$ cat config.mk
export PLATFORM = sky130hd
export DESIGN_NAME = apb_req_arbiter
export DESIGN_NICKNAME = d
export VERILOG_FILES = /design/src/rtl/apb_req_arbiter.sv
export SDC_FILE = /design/constraint.sdc
export NUM_CORES = 1
export LEC_CHECK = 0
export BUFFER_PORTS_ARGS = -buffer_cell sky130_fd_sc_hd__buf_2
export CORE_AREA = 2 2 112 114
export DETAILED_ROUTE_END_ITERATION = 8
export DIE_AREA = 0 0 114 116
export PLACE_DENSITY = 0.81
export SETUP_SLACK_MARGIN = 0.02
export SYNTH_ARGS = -nofsm -noshare
export SYNTH_HDL_FRONTEND = slang
export SYNTH_SLANG_ARGS = --single-unit
$ cat constraint.sdc
create_clock -name apb_clk -period 4.1 [get_ports apb_clk]
set_input_delay 0.615 -clock apb_clk [delete_from_list [all_inputs] [get_ports apb_clk]]
set_output_delay 0.615 -clock apb_clk [all_outputs]
set_load 0.005 [all_outputs]
$ cat src/rtl/apb_req_arbiter.sv
// apb_req_arbiter: round-robin sharing of one apb_master command port among NUM_REQ requesters,
// with one-shot start pulse, held command, routed response and a WAIT watchdog.
module apb_req_arbiter #(
    parameter int NUM_REQ    = 4,
    parameter int WAIT_LIMIT = 64
) (
    input  logic                    apb_clk,
    input  logic                    apb_reset,
    input  logic [NUM_REQ-1:0]      req,
    input  logic [8*NUM_REQ-1:0]    req_addr,
    input  logic [32*NUM_REQ-1:0]   req_wdata,
    input  logic [NUM_REQ-1:0]      req_dir,
    output logic [NUM_REQ-1:0]      rsp_done,
    output logic                    rsp_err,
    output logic [31:0]             rsp_rdata,
    output logic [NUM_REQ-1:0]      grant,
    output logic [7:0]              m_addr,
    output logic [31:0]             m_data,
    output logic                    m_data_dir,
    output logic                    m_data_valid,
    input  logic [31:0]             m_read_out_data,
    input  logic                    m_transaction_done,
    input  logic                    m_tranerr
);
    localparam int IW = $clog2(NUM_REQ);
    localparam int WW = $clog2(WAIT_LIMIT + 1);
    localparam logic [WW-1:0] WD_MAX = WW'(WAIT_LIMIT - 1);
    localparam logic [IW-1:0] LAST_RST = IW'(NUM_REQ - 1);

    typedef enum logic [1:0] {IDLE, ISSUE, WAIT, RESP} state_t;

    state_t              state_q, state_d;
    logic [NUM_REQ-1:0]  grant_q, grant_d, rsp_done_q, rsp_done_d;
    logic                rsp_err_q, rsp_err_d, m_dir_q, m_dir_d, m_valid_q, m_valid_d;
    logic [31:0]         rsp_rdata_q, rsp_rdata_d, m_data_q, m_data_d;
    logic [7:0]          m_addr_q, m_addr_d;
    logic [WW-1:0]       wd_q, wd_d;
    logic [IW-1:0]       last_q, last_d, win;
    logic                found;
    logic [7:0]          addr_a  [NUM_REQ];
    logic [31:0]         wdata_a [NUM_REQ];

    for (genvar g = 0; g < NUM_REQ; g++) begin : g_unpack
        assign addr_a[g]  = req_addr[8*g +: 8];
        assign wdata_a[g] = req_wdata[32*g +: 32];
    end

    // explicit wrap keeps the candidate index below NUM_REQ for any requester count
    function automatic logic [IW-1:0] rr_idx(input logic [IW-1:0] base, input int k);
        int s;
        s = int'(base) + k;
        return IW'(s >= NUM_REQ ? s - NUM_REQ : s);
    endfunction

    always_comb begin
        found = 1'b0;
        win   = last_q;
        for (int k = 1; k <= NUM_REQ; k++) begin
            if (!found && req[rr_idx(last_q, k)]) begin
                found = 1'b1;
                win   = rr_idx(last_q, k);
            end
        end
    end

    always_comb begin
        state_d     = state_q;
        grant_d     = grant_q;
        rsp_done_d  = rsp_done_q;
        rsp_err_d   = rsp_err_q;
        rsp_rdata_d = rsp_rdata_q;
        m_addr_d    = m_addr_q;
        m_data_d    = m_data_q;
        m_dir_d     = m_dir_q;
        m_valid_d   = m_valid_q;
        wd_d        = wd_q;
        last_d      = last_q;
        case (state_q)
            IDLE: if (found) begin
                state_d   = ISSUE;
                grant_d   = NUM_REQ'(1) << win;
                m_addr_d  = addr_a[win];
                m_dir_d   = req_dir[win];
                m_data_d  = req_dir[win] ? wdata_a[win] : '0;
                m_valid_d = 1'b1;
                last_d    = win;
            end
            ISSUE: begin
                state_d   = WAIT;
                m_valid_d = 1'b0;
                wd_d      = '0;
            end
            WAIT: begin
                wd_d = wd_q + 1'b1;
                // done outranks tranerr, which outranks the watchdog
                if (m_transaction_done || m_tranerr || wd_q == WD_MAX) begin
                    state_d     = RESP;
                    rsp_done_d  = grant_q;
                    rsp_err_d   = !m_transaction_done;
                    rsp_rdata_d = (m_transaction_done && !m_dir_q) ? m_read_out_data : '0;
                end
            end
            RESP: begin
                state_d     = IDLE;
                grant_d     = '0;
                rsp_done_d  = '0;
                rsp_err_d   = 1'b0;
                rsp_rdata_d = '0;
            end
            default: state_d = IDLE;
        endcase
    end

    always_ff @(posedge apb_clk or posedge apb_reset) begin
        if (apb_reset) begin
            state_q     <= IDLE;
            grant_q     <= '0;
            rsp_done_q  <= '0;
            rsp_err_q   <= 1'b0;
            rsp_rdata_q <= '0;
            m_addr_q    <= '0;
            m_data_q    <= '0;
            m_dir_q     <= 1'b0;
            m_valid_q   <= 1'b0;
            wd_q        <= '0;
            last_q      <= LAST_RST;
        end else begin
            state_q     <= state_d;
            grant_q     <= grant_d;
            rsp_done_q  <= rsp_done_d;
            rsp_err_q   <= rsp_err_d;
            rsp_rdata_q <= rsp_rdata_d;
            m_addr_q    <= m_addr_d;
            m_data_q    <= m_data_d;
            m_dir_q     <= m_dir_d;
            m_valid_q   <= m_valid_d;
            wd_q        <= wd_d;
            last_q      <= last_d;
        end
    end

    assign grant        = grant_q;
    assign rsp_done     = rsp_done_q;
    assign rsp_err      = rsp_err_q;
    assign rsp_rdata    = rsp_rdata_q;
    assign m_addr       = m_addr_q;
    assign m_data       = m_data_q;
    assign m_data_dir   = m_dir_q;
    assign m_data_valid = m_valid_q;
endmodule

==> impl_metrics.json, run 1 <==
{
  "coreArea_um2": 11900,
  "postSynthCellCount": 422,
  "cts_setup_buffers": 0,
  "final.min_clock_period_ns": 2.80,
  "cts-resized-gates": 0,
  "met3WireLength_um": 1540,
  "worst_pin_slew_ns": 0.783,
  "cts_tree": "built",
  "port-buffer-count": 286,
  "synth_area_per_cell_um2": 11.6,
  "yosysWarningCount": 0,
  "setup_viol": 0,
  "combPwrFrac": 0.483,
  "fin_setup_tns_ns": 0,
  "drv_slew": 0,
  "cp_slowest_cell": "nor3_4",
  "power.total_uw": 4770,
  "post-dp-hpwl_um": 12800,
  "nFillCells": 1044,
  "synth-simple-area-share": 0.107,
  "reg2reg_from": "last_q[1]",
  "path_buf_inv": 1,
  "required_ns": 4.31,
  "reg2reg_to": "m_data[21]",
  "ys.flop_type": "dfrtp_1",
  "synth_cell_types": 44,
  "cp_cell_sequence": "mux2i_1 > nor2_1 > nor3_4 > buf_4 > mux4_1 > a22o_1",
  "synthArstFlopShare": 1.00,
  "end_kind": "flip-flop",
  "root_buffer": "clkbuf_16",
  "drc_errors": 0,
  "rsz0062_at_grt": "no",
  "synth-seq-cells": 94,
  "synth_common_cells": "92 x dfrtp_1, 83 x nand2_1, 50 x o21ai_1",
  "worstPathArrival_ns": 3.01,
  "pre_cts_slack_ns": 1.18,
  "io_pins": 287,
  "maxCapViolCount": 0,
  "p_seq_frac": 0.331,
  "synth_adder_area_share": 0.0153,
  "p_clk_frac": 0.186,
  "synth_fp_nets": 632,
  "p_sw_frac": 0.378,
  "drtPass1Iterations": 6,
  "die_area_um2": 13200,
  "num_rows": 40,
  "wl_met2_um": 7840,
  "synth_top_cell_by_area": "dfrtp_1",
  "seq_area_frac_synth": 0.481,
  "grt_pass1_wl_um": 23200,
  "die_h_um": 116,
  "critPathKind": "reg -> reg",
  "vias": 4573,
  "start_util": 0.411,
  "antenna_found_initial": 4,
  "clkTransAtPathRegs_ns": 0.07,
  "relSlewSlack": 0.478,
  "synth-edff-count": 0,
  "cp_top_family": "multiplexers",
  "area_growth_pct": 38.1,
  "drive_gt1_frac": 0.491,
  "drtIter0Drc": 364,
  "m1WireLength_um": 6500,
  "fmax_mhz": 357,
  "drt-total-wl_um": 16200,
  "cts_buffers": 9,
  "grt_pass1_vias": 4312,
  "hold_viol": 0,
  "track_usage": 0.235,
  "ctsLongestPathBuffers": 2,
  "cts_num_sinks": 94,
  "viasPerCell": 5.37,
  "grt.overflow.total": 0,
  "muxShareOfSynthArea": 0.197,
  "r2r_cells": 6,
  "synth_top_family_by_area": "multiplexers",
  "drtAntennaViolNets": 0,
  "die_x_um": 114,
  "ys_top_cells_by_area": "dfrtp_1 47%, mux4_2 9.7%, nand2_1 6.4%",
  "fin_ws_ns": 1.30,
  "max_stage_delay_ns": 0.64,
  "crit_fanout": 12,
  "synth_area_um2": 4890,
  "synth_top_area_frac": 0.471,
  "grt_max_degree": 75,
  "synth_xor_area_frac": 0.00179,
  "postLayoutCoreUtil": 0.567,
  "holdBufCountCts": 0,
  "finalCritPeriodShare": 0.682,
  "power.density_nw_per_um2": 705,
  "synth_compound_gate_area_share": 0.152,
  "fin_worst_skew_ns": 0.00876,
  "leakagePower_uw": 0.00352,
  "internal-power_uw": 2970,
  "start_kind": "flip-flop",
  "htreeDepth": 3,
  "hold_class": "in -> async",
  "yosysMostFrequentCell": "dfrtp_1",
  "ir_drop_mv": 0.371,
  "post_drt_wl_per_cell_um": 19.0,
  "nNetsFinal": 908,
  "worstSkewPairLatency_ns": 0.33,
  "place_congestion": 0.916,
  "top_layer_used": "met5",
  "p_switching_uw": 1800,
  "status": "finished clean",
  "r2r_slack_ns": 1.30
}
-- sequential cells by signal, summed over array words and instances, names as in the netlist, 2 cells and up --
name and cells:
m_data 32, last_q 2, rsp_rdata 32, grant 4
state_q 2, wd_q 7, rsp_done 4, m_addr 8
-- power by group through the flow --
stage               Clock, uW  Combinational, uW  Sequential [uW]
CTS                       903               2320             1580
floorplan                   0               1550             1580
finish                    886               2300             1580
global placement            0               2250             1580
detailed placement          0               2330             1580
global route              939               2530             1620
-- through the flow --
step	hold slack, ns	area, um2	instances
5_1_grt	0.501	6750	850
3_5_place_dp	0.471	6440	834
6_report	0.422	6760	852
4_1_cts	0.463	6750	849
3_3_place_gp	0.458	6440	834
2_1_floorplan	0.468	4890	422
-- worst reg2reg max path, stage by stage (launching register included) --
cell and delay, ns:
dfstp_2 0.61, mux2i_1 0.20, nor2_1 0.09, nor3_4 0.64, buf_4 0.35, mux4_1 0.58, a22o_1 0.22
-- metal layers --
metal	GRT usage	vias up
li1	-	2109
met1	0.305	2187
met2	0.385	250
met3	0.0628	25
met4	0.0772	2
met5	0	-
-- cell type report --
class	instances	area (um2)	area share
Antenna cell	3	7.51	0.00111
Clock buffer	9	225	0.0333
Clock inverter	6	87.6	0.0130
Inverter	10	40.0	0.00592
Multi-Input combinational cell	287	2340	0.346
Sequential cell	94	2350	0.348
Tap cell	147	184	0.0272
Timing Repair Buffer	296	1520	0.225
-- logic make-up (layout without fill, tap and decap cells) --
kind of cell | count (synthesis) | after routing
compound gates | 112 | 112
xor+xnor | 1 | 1
fa+ha+maj | 6 | 6
buf+inv | 41 | 321
flops | 94 | 94
mux | 52 | 52
other cells | 0 | 3
simple gates | 116 | 116
-- cell usage in the layout (no fill, tap or decap), types with 2 or more instances in the layout --
master	Yosys	layout
clkinv_4	0	2
o21ai_1	50	49
inv_1	10	9
dfstp_2	2	2
a22o_1	32	32
nor2b_1	2	2
nor3_1	2	2
dfrtp_1	92	92
nor2_1	4	4
mux4_2	21	21
buf_2	0	286
a21oi_1	6	6
mux2i_1	19	19
or3_1	2	2
nand2b_1	7	7
nor3b_2	1	2
clkinv_2	0	2
nor3b_1	3	2
o21ai_0	7	7
buf_4	1	9
diode_2	0	3
o211ai_1	2	2
o22ai_1	2	2
bufinv_16	0	2
clkbuf_16	0	9
mux4_1	11	11
ha_1	6	6
a2bb2oi_1	8	8
nand3_1	4	4
nand2_1	83	83
-- worst max-delay path by stage --
stage	startpoint	end	slack [ns]	cells past startpoint
6_report	last_q[1]	m_data[21]	1.30	6
5_1_grt	last_q[1]	m_data[21]	1.18	6
4_1_cts	last_q[1]	m_data[21]	1.28	6
3_5_place_dp	req[3]	m_data[21]	1.18	7
3_3_place_gp	req[3]	m_data[19]	1.24	7
2_1_floorplan	apb_reset	grant[0]	1.04	1
(Power assumes the default switching activity.)
==> run 2, diff against run 1 <==
--- a/config.mk
+++ b/config.mk
@@ -5,11 +5,11 @@
 export SDC_FILE = /design/constraint.sdc
 export NUM_CORES = 1
 export LEC_CHECK = 0
+export ABC_AREA = 1
 export BUFFER_PORTS_ARGS = -buffer_cell sky130_fd_sc_hd__buf_2
-export CORE_AREA = 2 2 112 114
+export CORE_UTILIZATION = 48
 export DETAILED_ROUTE_END_ITERATION = 8
-export DIE_AREA = 0 0 114 116
-export PLACE_DENSITY = 0.81
+export PLACE_DENSITY = 0.87
 export SETUP_SLACK_MARGIN = 0.02
 export SYNTH_ARGS = -nofsm -noshare
 export SYNTH_HDL_FRONTEND = slang
==> constraint.sdc (replaced) <==
create_clock -name apb_clk -period 2.85 [get_ports apb_clk]
set_input_delay 0.4275 -clock apb_clk [delete_from_list [all_inputs] [get_ports apb_clk]]
set_output_delay 0.4275 -clock apb_clk [all_outputs]
set_load 0.005 [all_outputs]
==> impl_metrics.json, run 2 <==
{
  "required_ns": 3.08,
  "clkTransAtPathRegs_ns": 0.07,
  "antenna_found_initial": 4,
  "finalCritPeriodShare": 0.904,
  "combPwrFrac": 0.676,
  "drive_gt1_frac": 0.289,
  "post_drt_wl_per_cell_um": 13.4,
  "final-seq-area_um2": 2350,
  "fin_worst_skew_ns": 0.0111,
  "seq_area_frac_synth": 0.381,
  "cts_tree": "built",
  "p_clk_frac": 0.119,
  "start_kind": "flip-flop",
  "hold_ws_ns": 0.191,
  "drtIter0Drc": 345,
  "final_common_cell": "nand2_1",
  "fin_area_um2": 7980,
  "power.density_nw_per_um2": 1260,
  "grt.overflow.total": 0,
  "hold_viol": 0,
  "synth_area_um2": 6190,
  "yosysWarningCount": 0,
  "worst_pin_slew_ns": 0.509,
  "leakagePower_uw": 0.00490,
  "htreeDepth": 3,
  "worstPathArrival_ns": 2.80,
  "drv_slew": 0,
  "multi_input_area_um2": 2910,
  "drt-total-wl_um": 18400,
  "post-dp-hpwl_um": 13600,
  "grt_max_degree": 95,
  "critPathKind": "reg -> reg",
  "num_rows": 41,
  "grt_pass1_wl_um": 29300,
  "p_switching_uw": 5410,
  "final_cell_mix": "304 x nand2_1, 286 x buf_2, 227 x nand3_1, 148 x inv_1, 92 x dfrtp_1",
  "synth_cell_types": 29,
  "setup_viol": 0,
  "power.total_uw": 10000,
  "vias": 6918,
  "ys_top_cells_by_area": "dfrtp_1 37%, nand2_1 19%, nand3_1 18%",
  "rsz0062_at_grt": "no",
  "port-buffer-count": 286,
  "p_seq_frac": 0.205,
  "final.min_clock_period_ns": 2.57,
  "yosysMostFrequentCell": "nand2_1",
  "synthArstFlopShare": 1.00,
  "place_inst": 1355,
  "die_x_um": 116,
  "synth_fp_nets": 1149,
  "drtAntennaViolNets": 0,
  "ctsLongestPathBuffers": 2,
  "die_area_um2": 13300,
  "synth_common_cells": "305 x nand2_1, 227 x nand3_1, 149 x inv_1",
  "maxCapViolCount": 0,
  "grt_pass1_vias": 6374,
  "crit_fanout": 26,
  "cts_num_sinks": 94,
  "status": "finished clean",
  "die_h_um": 116,
  "place_congestion": 0.915,
  "p_sw_frac": 0.539,
  "io_pins": 287,
  "area_growth_pct": 29.0,
  "fmax_mhz": 388,
  "postSynthCellCount": 939,
  "fin_setup_tns_ns": 0,
  "ys.flop_type": "dfrtp_1",
  "drc_errors": 0,
  "track_usage": 0.281,
  "relSlewSlack": 0.661,
  "start_util": 0.492,
  "viasPerCell": 5.03,
  "nFillCells": 1151,
  "synth-edff-count": 0,
  "drtPass1Iterations": 5,
  "cts_buffers": 9,
  "synth-seq-cells": 94,
  "synth_area_per_cell_um2": 6.59,
  "hold_class": "in -> async",
  "r2r_slack_ns": 0.28,
  "root_buffer": "clkbuf_16",
  "synth_top_area_frac": 0.372,
  "synth_top_cell_by_area": "dfrtp_1",
  "internal-power_uw": 4640,
  "worstSkewPairLatency_ns": 0.34,
  "place_area_um2": 7650,
  "stdcell_count": 1375,
  "nNetsFinal": 1404,
  "coreArea_um2": 12600,
  "end_kind": "flip-flop",
  "ir_drop_mv": 0.990
}
[run 2: cell types whose count changed in the layout (fill, tap and decap cells not counted), moves of 9 or more]
cell and change:
mux2i_1 -19, a22o_1 -32, o21ai_0 +38, nand3_1 +223, inv_1 +139, o21ai_1 -48
nand2_1 +221, mux4_2 -21, nand2_2 +9, mux4_1 -11
[run 2: cell families (layout without fill, tap and decap cells)]
family	after synthesis	after routing	share of synthesized area
adders and majority gates	6	6	0.0121
AOI/OAI and AO/OA	61	61	0.0520
buffers and inverters	215	475	0.153
and+or+nand+nor	563	563	0.402
other	0	4	0
DFF	94	94	0.381
[run 2: worst paths after layout]
path / cells after the start / start / end
worst max-delay path: 16 / last_q[0] / m_data[16]
max in group asynchronous: 3 / apb_reset / last_q[1]
worst min register to register: 2 / m_addr[1] / m_addr[1]
worst min-delay path: 3 / apb_reset / m_data[20]
worst max register to register: 16 / last_q[0] / m_data[16]
min in group apb_clk: 3 / m_read_out_data[10] / rsp_rdata[10]
[run 2: layer usage]
layer / wire length (um) / part of all wire / up-vias / global-route usage
li1: - / - / 3443 / -
met5: 13 / 0.00071 / - / 0
met4: 626 / 0.034 / 2 / 0.133
met3: 1530 / 0.083 / 54 / 0.0560
met1: 7510 / 0.41 / 3094 / 0.333
met2: 8740 / 0.47 / 325 / 0.490
[run 2: layout make-up]
cell class,count,area share
Clock buffer,9,0.0282
Sequential cell,94,0.295
Tap cell,172,0.0270
Clock inverter,7,0.00940
Inverter,156,0.0741
Antenna cell,4,0.00125
Timing Repair Buffer,303,0.200
Multi-Input combinational cell,630,0.365
[run 2: what timing repair did]
action | in CTS | in global routing
resized for setup | 0 | 2
endpoints found under the setup margin | 0 | 21
hold buffers | 0 | 0
endpoints found under the hold margin | 0 | 0
setup buffers | 0 | 0
[run 2: stage by stage]
step	utilization	setup slack, ns
2_1_floorplan	-	0.971
3_3_place_gp	0.609	0.335
3_5_place_dp	0.609	0.185
4_1_cts	0.633	0.175
5_1_grt	0.635	0.0556
6_report	0.635	0.275
[run 2: worst max-delay path, stage by stage, from the launching register on]
cell	delay, ns
dfstp_2	0.69
inv_2	0.15
nand2_1	0.10
nand2_1	0.11
nand2_1	0.11
nand2_2	0.09
nand2_2	0.11
nand2_2	0.07
nand2_4	0.19
nand2_8	0.18
buf_4	0.25
nand2_1	0.07
nand2_1	0.08
nand2_1	0.08
nand2_1	0.05
nand3_1	0.07
nand2_1	0.05
[run 2: power by group through the flow]
stage	sequential [uW]	combinational [uW]	clock, uW
CTS	2060	6730	1230
floorplan	2060	5240	0
detailed placement	2070	6710	0
global route	2100	7730	1270
global placement	2070	6550	0
finish	2060	6800	1190
